[src/rtl/lzrw1_group_packer_if.sv]
// ---------------------------------------------------------------------------
// lzrw1_group_packer_if
// Item-in / byte-out stream bundle for the LZRW1 group packer.
//   in_valid/in_ready   : item handshake (producer -> packer)
//   in_copy             : 1 = copy item, 0 = literal
//   in_literal          : literal byte (in_copy=0)
//   in_length/in_offset : copy fields (in_copy=1)
//   in_last             : final item of the block, closes the group
//   out_valid/out_ready : packed byte handshake (packer -> consumer)
//   out_byte            : packed stream byte
//   out_last            : final byte of a group closed by in_last
// Modports: master = item producer / byte consumer, slave = packer.
// ---------------------------------------------------------------------------
interface lzrw1_group_packer_if;
  logic        in_valid;
  logic        in_ready;
  logic        in_copy;
  logic [7:0]  in_literal;
  logic [3:0]  in_length;
  logic [11:0] in_offset;
  logic        in_last;
  logic        out_valid;
  logic        out_ready;
  logic [7:0]  out_byte;
  logic        out_last;

  modport master (
    output in_valid, in_copy, in_literal, in_length, in_offset, in_last, out_ready,
    input  in_ready, out_valid, out_byte, out_last
  );

  modport slave (
    input  in_valid, in_copy, in_literal, in_length, in_offset, in_last, out_ready,
    output in_ready, out_valid, out_byte, out_last
  );
endinterface

[src/rtl/lzrw1_group_packer.sv]
// ---------------------------------------------------------------------------
// lzrw1_group_packer
// Buffers LZRW1 compressor items (literal byte or copy {length, offset}) into
// groups of GROUP_ITEMS and emits each group as its little-endian control
// word followed by the item bytes on a byte-wide valid/ready stream.
// Fill and drain never overlap: in_ready is low while a group is emitted.
//
// Parameters:
//   GROUP_ITEMS : items per group, multiple of 8 in 8..32
//   CTRL_BYTES  : derived control-word bytes per group
// Ports:
//   clock       : clock, posedge
//   reset       : synchronous, active-high
//   bus         : lzrw1_group_packer_if.slave item/byte streams
//   stat_bytes  : (LZRW1_PACKER_STATS_EN) output byte handshakes, wraps
//   stat_groups : (LZRW1_PACKER_STATS_EN) completed groups, wraps
// Optional feature macro: LZRW1_PACKER_STATS_EN (statistics counters).
// ---------------------------------------------------------------------------
module lzrw1_group_packer #(
  parameter  int GROUP_ITEMS = 16,
  localparam int CTRL_BYTES  = GROUP_ITEMS / 8
) (
  input  logic                   clock,
  input  logic                   reset,
  lzrw1_group_packer_if.slave    bus
`ifdef LZRW1_PACKER_STATS_EN
  ,
  output logic [31:0]            stat_bytes,
  output logic [15:0]            stat_groups
`endif
);

  localparam int IW = $clog2(GROUP_ITEMS + 1);
  localparam int BW = $clog2(2 * GROUP_ITEMS + 1);
  localparam int PW = $clog2(GROUP_ITEMS);
  localparam int CW = (CTRL_BYTES > 1) ? $clog2(CTRL_BYTES) : 1;

  typedef enum logic [1:0] {FILL, EMIT_CTRL, EMIT_DATA} state_t;

  state_t                 r_state;
  logic [IW-1:0]          r_item_cnt;
  logic [BW-1:0]          r_byte_cnt;
  logic [BW-1:0]          r_left;       // data bytes still to hand over, incl. the one on out_byte
  logic [GROUP_ITEMS-1:0] r_ctrl;
  logic                   r_last_flag;
  logic [CW-1:0]          r_ctrl_idx;
  logic [PW-1:0]          r_rd_ptr;
  logic                   r_half;       // second (offset low) byte of a copy is on out_byte
  logic                   r_in_ready;
  logic                   r_out_valid;
  logic                   r_out_last;
  logic [7:0]             r_out_byte;

  // Entry: {copy, length[3:0], offset_or_literal[15:0]}
  logic [20:0]            r_buf [GROUP_ITEMS];

  logic                   w_acc;
  logic                   w_close;
  logic                   w_out_hs;
  logic [GROUP_ITEMS-1:0] w_ctrl_nxt;
  logic [BW-1:0]          w_byte_cnt_nxt;
  logic [CW-1:0]          w_ctrl_idx_nxt;
  logic [7:0]             w_ctrl_byte;
  logic [PW-1:0]          w_nxt_ptr;
  logic [20:0]            w_cur;
  logic [20:0]            w_nxt;
  logic [20:0]            w_head;
  logic                   w_unused_bits;

  function automatic logic [7:0] first_byte(input logic copy, input logic [3:0] len,
                                            input logic [11:0] low);
    return copy ? {len, low[11:8]} : low[7:0];
  endfunction

  assign w_acc          = bus.in_valid && r_in_ready;
  assign w_close        = bus.in_last || (r_item_cnt == IW'(GROUP_ITEMS - 1));
  assign w_out_hs       = r_out_valid && bus.out_ready;
  assign w_ctrl_nxt     = r_ctrl | ({{(GROUP_ITEMS-1){1'b0}}, bus.in_copy} << r_item_cnt);
  assign w_byte_cnt_nxt = r_byte_cnt + (bus.in_copy ? BW'(2) : BW'(1));
  assign w_ctrl_idx_nxt = r_ctrl_idx + CW'(1);
  assign w_nxt_ptr      = r_rd_ptr + PW'(1);
  assign w_cur          = r_buf[r_rd_ptr];
  assign w_nxt          = r_buf[w_nxt_ptr];
  assign w_head         = r_buf[0];
  // Literal entries keep bits [15:8] zero and copies keep [15:12] zero.
  assign w_unused_bits  = ^{w_cur[19:8], w_nxt[15:12], w_head[15:12]};

  always_comb begin
    w_ctrl_byte = '0;
    for (int k = 0; k < CTRL_BYTES; k++) begin
      if (CW'(k) == w_ctrl_idx_nxt) w_ctrl_byte = r_ctrl[8*k +: 8];
    end
  end

  // Item store: data only, no reset; stale entries are never read back.
  always_ff @(posedge clock) begin
    if (w_acc) begin
      r_buf[r_item_cnt[PW-1:0]] <= {bus.in_copy, bus.in_length,
                                    bus.in_copy ? {4'h0, bus.in_offset} : {8'h00, bus.in_literal}};
    end
  end

  always_ff @(posedge clock) begin
    if (reset) begin
      r_state     <= FILL;
      r_item_cnt  <= '0;
      r_byte_cnt  <= '0;
      r_left      <= '0;
      r_ctrl      <= '0;
      r_last_flag <= 1'b0;
      r_ctrl_idx  <= '0;
      r_rd_ptr    <= '0;
      r_half      <= 1'b0;
      r_in_ready  <= 1'b1;
      r_out_valid <= 1'b0;
      r_out_last  <= 1'b0;
      r_out_byte  <= '0;
    end else begin
      case (r_state)
        FILL: begin
          if (w_acc) begin
            r_ctrl     <= w_ctrl_nxt;
            r_item_cnt <= r_item_cnt + IW'(1);
            r_byte_cnt <= w_byte_cnt_nxt;
            if (w_close) begin
              // Closing item's control bit is folded in before the first control byte goes out.
              r_state     <= EMIT_CTRL;
              r_in_ready  <= 1'b0;
              r_out_valid <= 1'b1;
              r_out_byte  <= w_ctrl_nxt[7:0];
              r_out_last  <= 1'b0;
              r_ctrl_idx  <= '0;
              r_last_flag <= bus.in_last;
            end
          end
        end

        EMIT_CTRL: begin
          if (bus.out_ready) begin
            if (r_ctrl_idx == CW'(CTRL_BYTES - 1)) begin
              r_state    <= EMIT_DATA;
              r_rd_ptr   <= '0;
              r_half     <= 1'b0;
              r_left     <= r_byte_cnt;
              r_out_byte <= first_byte(w_head[20], w_head[19:16], w_head[11:0]);
              r_out_last <= r_last_flag && (r_byte_cnt == BW'(1));
            end else begin
              r_ctrl_idx <= w_ctrl_idx_nxt;
              r_out_byte <= w_ctrl_byte;
            end
          end
        end

        EMIT_DATA: begin
          if (bus.out_ready) begin
            r_left <= r_left - BW'(1);
            if (r_left == BW'(1)) begin
              r_state     <= FILL;
              r_in_ready  <= 1'b1;
              r_out_valid <= 1'b0;
              r_out_last  <= 1'b0;
              r_out_byte  <= '0;
              r_item_cnt  <= '0;
              r_byte_cnt  <= '0;
              r_ctrl      <= '0;
              r_last_flag <= 1'b0;
            end else begin
              r_out_last <= r_last_flag && (r_left == BW'(2));
              if (w_cur[20] && !r_half) begin
                r_half     <= 1'b1;
                r_out_byte <= w_cur[7:0];
              end else begin
                r_half     <= 1'b0;
                r_rd_ptr   <= w_nxt_ptr;
                r_out_byte <= first_byte(w_nxt[20], w_nxt[19:16], w_nxt[11:0]);
              end
            end
          end
        end

        default: r_state <= FILL;
      endcase
    end
  end

`ifdef LZRW1_PACKER_STATS_EN
  always_ff @(posedge clock) begin
    if (reset) begin
      stat_bytes  <= '0;
      stat_groups <= '0;
    end else begin
      if (w_out_hs) stat_bytes <= stat_bytes + 32'd1;
      if (w_out_hs && (r_state == EMIT_DATA) && (r_left == BW'(1)))
        stat_groups <= stat_groups + 16'd1;
    end
  end
`endif

  assign bus.in_ready  = r_in_ready;
  assign bus.out_valid = r_out_valid;
  assign bus.out_byte  = r_out_byte;
  assign bus.out_last  = r_out_last;

endmodule

[src/flat_wrapper.sv]
// flat-port wrapper written by rule: the top's interface ports become plain ports
module lzrw1_group_packer_flat 
#(
  parameter  int GROUP_ITEMS = 16,
  localparam int CTRL_BYTES  = GROUP_ITEMS / 8
)
  (clock, reset, bus_in_valid, bus_in_copy, bus_in_literal, bus_in_length, bus_in_offset, bus_in_last, bus_out_ready, bus_in_ready, bus_out_valid, bus_out_byte, bus_out_last);
  lzrw1_group_packer_if bus_i ();
  input  logic clock;
  input  logic reset;
  input wire logic [$bits(bus_i.in_valid)-1:0] bus_in_valid;
  input wire logic [$bits(bus_i.in_copy)-1:0] bus_in_copy;
  input wire logic [$bits(bus_i.in_literal)-1:0] bus_in_literal;
  input wire logic [$bits(bus_i.in_length)-1:0] bus_in_length;
  input wire logic [$bits(bus_i.in_offset)-1:0] bus_in_offset;
  input wire logic [$bits(bus_i.in_last)-1:0] bus_in_last;
  input wire logic [$bits(bus_i.out_ready)-1:0] bus_out_ready;
  output wire logic [$bits(bus_i.in_ready)-1:0] bus_in_ready;
  output wire logic [$bits(bus_i.out_valid)-1:0] bus_out_valid;
  output wire logic [$bits(bus_i.out_byte)-1:0] bus_out_byte;
  output wire logic [$bits(bus_i.out_last)-1:0] bus_out_last;
  assign bus_i.in_valid = bus_in_valid;
  assign bus_i.in_copy = bus_in_copy;
  assign bus_i.in_literal = bus_in_literal;
  assign bus_i.in_length = bus_in_length;
  assign bus_i.in_offset = bus_in_offset;
  assign bus_i.in_last = bus_in_last;
  assign bus_i.out_ready = bus_out_ready;
  assign bus_in_ready = bus_i.in_ready;
  assign bus_out_valid = bus_i.out_valid;
  assign bus_out_byte = bus_i.out_byte;
  assign bus_out_last = bus_i.out_last;
  lzrw1_group_packer #(.GROUP_ITEMS(GROUP_ITEMS)) u_core (.clock(clock), .reset(reset), .bus(bus_i));
endmodule
[config.mk]
export PLATFORM = sky130hd
export DESIGN_NAME = lzrw1_group_packer_flat
export DESIGN_NICKNAME = d
export VERILOG_FILES = /design/src/rtl/lzrw1_group_packer_if.sv /design/src/rtl/lzrw1_group_packer.sv /design/src/flat_wrapper.sv
export SDC_FILE = /design/constraint.sdc
export NUM_CORES = 1
export LEC_CHECK = 0
export CAP_MARGIN = 40
export CORE_UTILIZATION = 65
export DETAILED_ROUTE_END_ITERATION = 8
export HOLD_SLACK_MARGIN = 0.02
export PLACE_DENSITY_LB_ADDON = 0.25
export SLEW_MARGIN = 20
export SYNTH_ARGS = -nofsm -noshare
export SYNTH_HDL_FRONTEND = slang
export SYNTH_SLANG_ARGS = --single-unit
[constraint.sdc]
create_clock -name clock -period 3.6 [get_ports clock]
set_input_delay 0.54 -clock clock [delete_from_list [all_inputs] [get_ports clock]]
set_output_delay 0.54 -clock clock [all_outputs]
set_load 0.01 [all_outputs]
==> metrics.csv <==
metric,value,unit
status,completed,
synthCells,1012,
cpPeakStageDelay,530,ps
clock.fmax,343.2,MHz
grt_usage,0.3380,
vias_per_cell,7.098,
skew,20.20,ps
drt-pass1-iter-count,5,
r2r_setup_slack,690,ps
rsz0062_at_grt,no,
crit_path_end_kind,register,
synth_edf_count,272,
nets,1103,
drive_gt1_frac,0.1932,
worst_path_dominant_cell_family,compound AO/OA/AOI/OAI gates,
critical_path_arrival,3330,ps
io_pins,41,
clkSinkCount,329,
dieArea,0.02372,mm2
ant_nets,0,
fin_crit,2914,ps
h-tree-depth,2,
coreArea,0.02264,mm2
cts_hold_buf,0,
clockRootBuffer,clkbuf_16,
crit_path_start_kind,register,
nFillCells,1384,
synth_nets,1058,
numPortBuffers,40,
synth.most_common_cell,edfxtp_1,
cts_tree,yes,
grt_pass1_vias,9415,
final-max-slew-violation-count,0,
worst_path_max_delay_cell,a2111oi_0,
crit_path_start,u_core.r_item_cnt[0],
drc,0,
min_path_type,reg2reg,
start_util,0.6633,
endpoint,u_core.bus.out_byte[3],
crit_cells,9,
clkTransAtPathRegs,60,ps
tns,0,ps
area_delta_synth_final,12.47,%
async_reset_ff_frac,0,
yosysSeqAreaShare,0.6198,
dp_hpwl,24260,um
ys_types,55,
synth_commonest_cells,"272 x edfxtp_1, 87 x mux4_2, 82 x a21oi_1, 71 x nor2_1, 62 x mux2i_1",
r2r-end,u_core.bus.out_byte[3],
worst_pin_slew,776.5,ps
finalSetupViolations,0,
clk_latency,530,ps
wl_per_cell,28.31,um
relSlewSlack,0.4807,
post_cts.repair.setup_buffers,0,
cap_violations,0,
routed_wirelength,38690,um
power_density,604.3,mW/mm2
rows,55,
crit_buf_inv,0,
ys.flop_type,edfxtp_1,
overflow,0,
numCtsBuffers,35,
grt_pass1_wl,58350,um
gp_congestion,0.9277,
vias,9703,
whs_path_depth,2,
crit_fanout,17,
crit_type,reg2reg,
period_share,0.8094,
clk_path_buf_depth,3,
drtIter0Drc,1302,
finalPower,10.21,mW
cp_data_required_time,4020,ps
worst_ir_drop_vdd,0.4325,mV
yosys_warnings,0,
leakage,5.383,nW
worstRegToRegCells,9,
die_x,154,um
synth.area.top_cells,"edfxtp_1 54%, mux4_2 13%, dfxtp_1 7.6%",
synth_top_cell_by_area,edfxtp_1,
grt_max_degree,70,
antenna_found_initial,0,
crit_top_cell,ha_1,
ys_ff_latch,329,
die_y,154,um
mappedNetlistArea,0.01502,mm2
path_cells,"ha_1, and3_1, ha_1, o211ai_1, a21oi_2, nand2_2, a2111oi_0, or3_1, a21oi_1",
cts_resized,0,
avgSynthCellArea,14.84,um2
diodes,0,
synth_top_area_frac,0.5439,
hold_viol_final,0,
r2r_start,u_core.r_item_cnt[0],
[state kept, by name, summed over array words and instances, names as in the netlist, named ones only]
name                  cells
u_core.r_buf            272
u_core.r_ctrl            16
u_core.bus.out_byte       8
u_core.r_byte_cnt         6
u_core.r_left             6
u_core.r_item_cnt         5
u_core.r_rd_ptr           4
u_core.r_state            2
u_core.bus.in_ready       1
u_core.bus.out_last       1
u_core.bus.out_valid      1
u_core.r_ctrl_idx         1
u_core.r_half             1
u_core.r_last_flag        1
[cell usage in the layout (no fill, tap or decap), drive strengths merged, types with 17 or more instances in the layout]
master,n
mux2i,62
o22ai,17
mux4,87
a21oi,83
o21ai,25
and2,26
clkbuf,41
nand3,43
dfxtp,57
nor3,19
clkdlybuf4s50,40
inv,19
nor2,71
edfxtp,272
nand2,24
buf,33
[area by class of cell]
cell class | count | area (um2) | share of cell area
sequential | 329 | 9314 | 0.5514
multi-input combinational | 602 | 5394 | 0.3193
clock buffer | 41 | 919.6 | 0.05444
timing repair buffer | 73 | 693.2 | 0.04104
tap | 285 | 356.6 | 0.02111
clock inverter | 21 | 153.9 | 0.009111
inverter | 16 | 60.06 | 0.003556
[worst min-delay path by stage]
| stage | slack, ps | end | start |
|---|---|---|---|
| final | 480 | u_core.r_ctrl[9] | u_core.r_ctrl[9] |
| after detailed placement | 470 | u_core.r_ctrl[7] | u_core.r_ctrl[7] |
| after global placement | 450 | u_core.r_ctrl[13] | u_core.r_ctrl[13] |
| after floorplan | 430 | u_core.r_ctrl[0] | u_core.r_ctrl[0] |
| after CTS | 480 | u_core.r_ctrl[7] | u_core.r_ctrl[7] |
| after global routing | 510 | u_core.r_ctrl[3] | u_core.r_ctrl[3] |
[logic make-up after synthesis]
logic type / share of synthesized area
xor+xnor: 0.005166
compound gates: 0.08023
mux: 0.1793
flops: 0.6198
fa+ha+maj: 0.01383
buf+inv: 0.02383
simple gates: 0.07781
[metal layers]
layer	vias to the layer above	share of wire	global-route usage
met5	-	0	0
met4	0	0.048	0.1495
met3	141	0.11	0.07046
met2	692	0.47	0.5351
met1	4770	0.37	0.4585
li1	4100	-	-
[power breakdown]
group,internal (mW),switching (mW)
Sequential,4.33,0.194
Combinational,0.958,1.34
Clock,1.92,1.47
[worst min-delay path, cell delays in order (launching register included)]
cell,delay (ps)
dfxtp_1,330
a21oi_1,40
nor2_1,70
[through the flow]
step,area [um2],instances,util,worst slack (ps),hold WS (ps)
3_3_place_gp,15780,1303,0.6971,840.4,453.3
5_1_grt,16890,1367,0.7461,540.2,507.6
2_1_floorplan,15020,1012,-,1162,432.4
4_1_cts,16890,1367,0.7461,746.4,480.8
6_report,16890,1367,0.7461,686.3,477.4
3_5_place_dp,15820,1305,0.6986,760.2,467.7
Note: power is estimated with default switching activity, not from simulation.
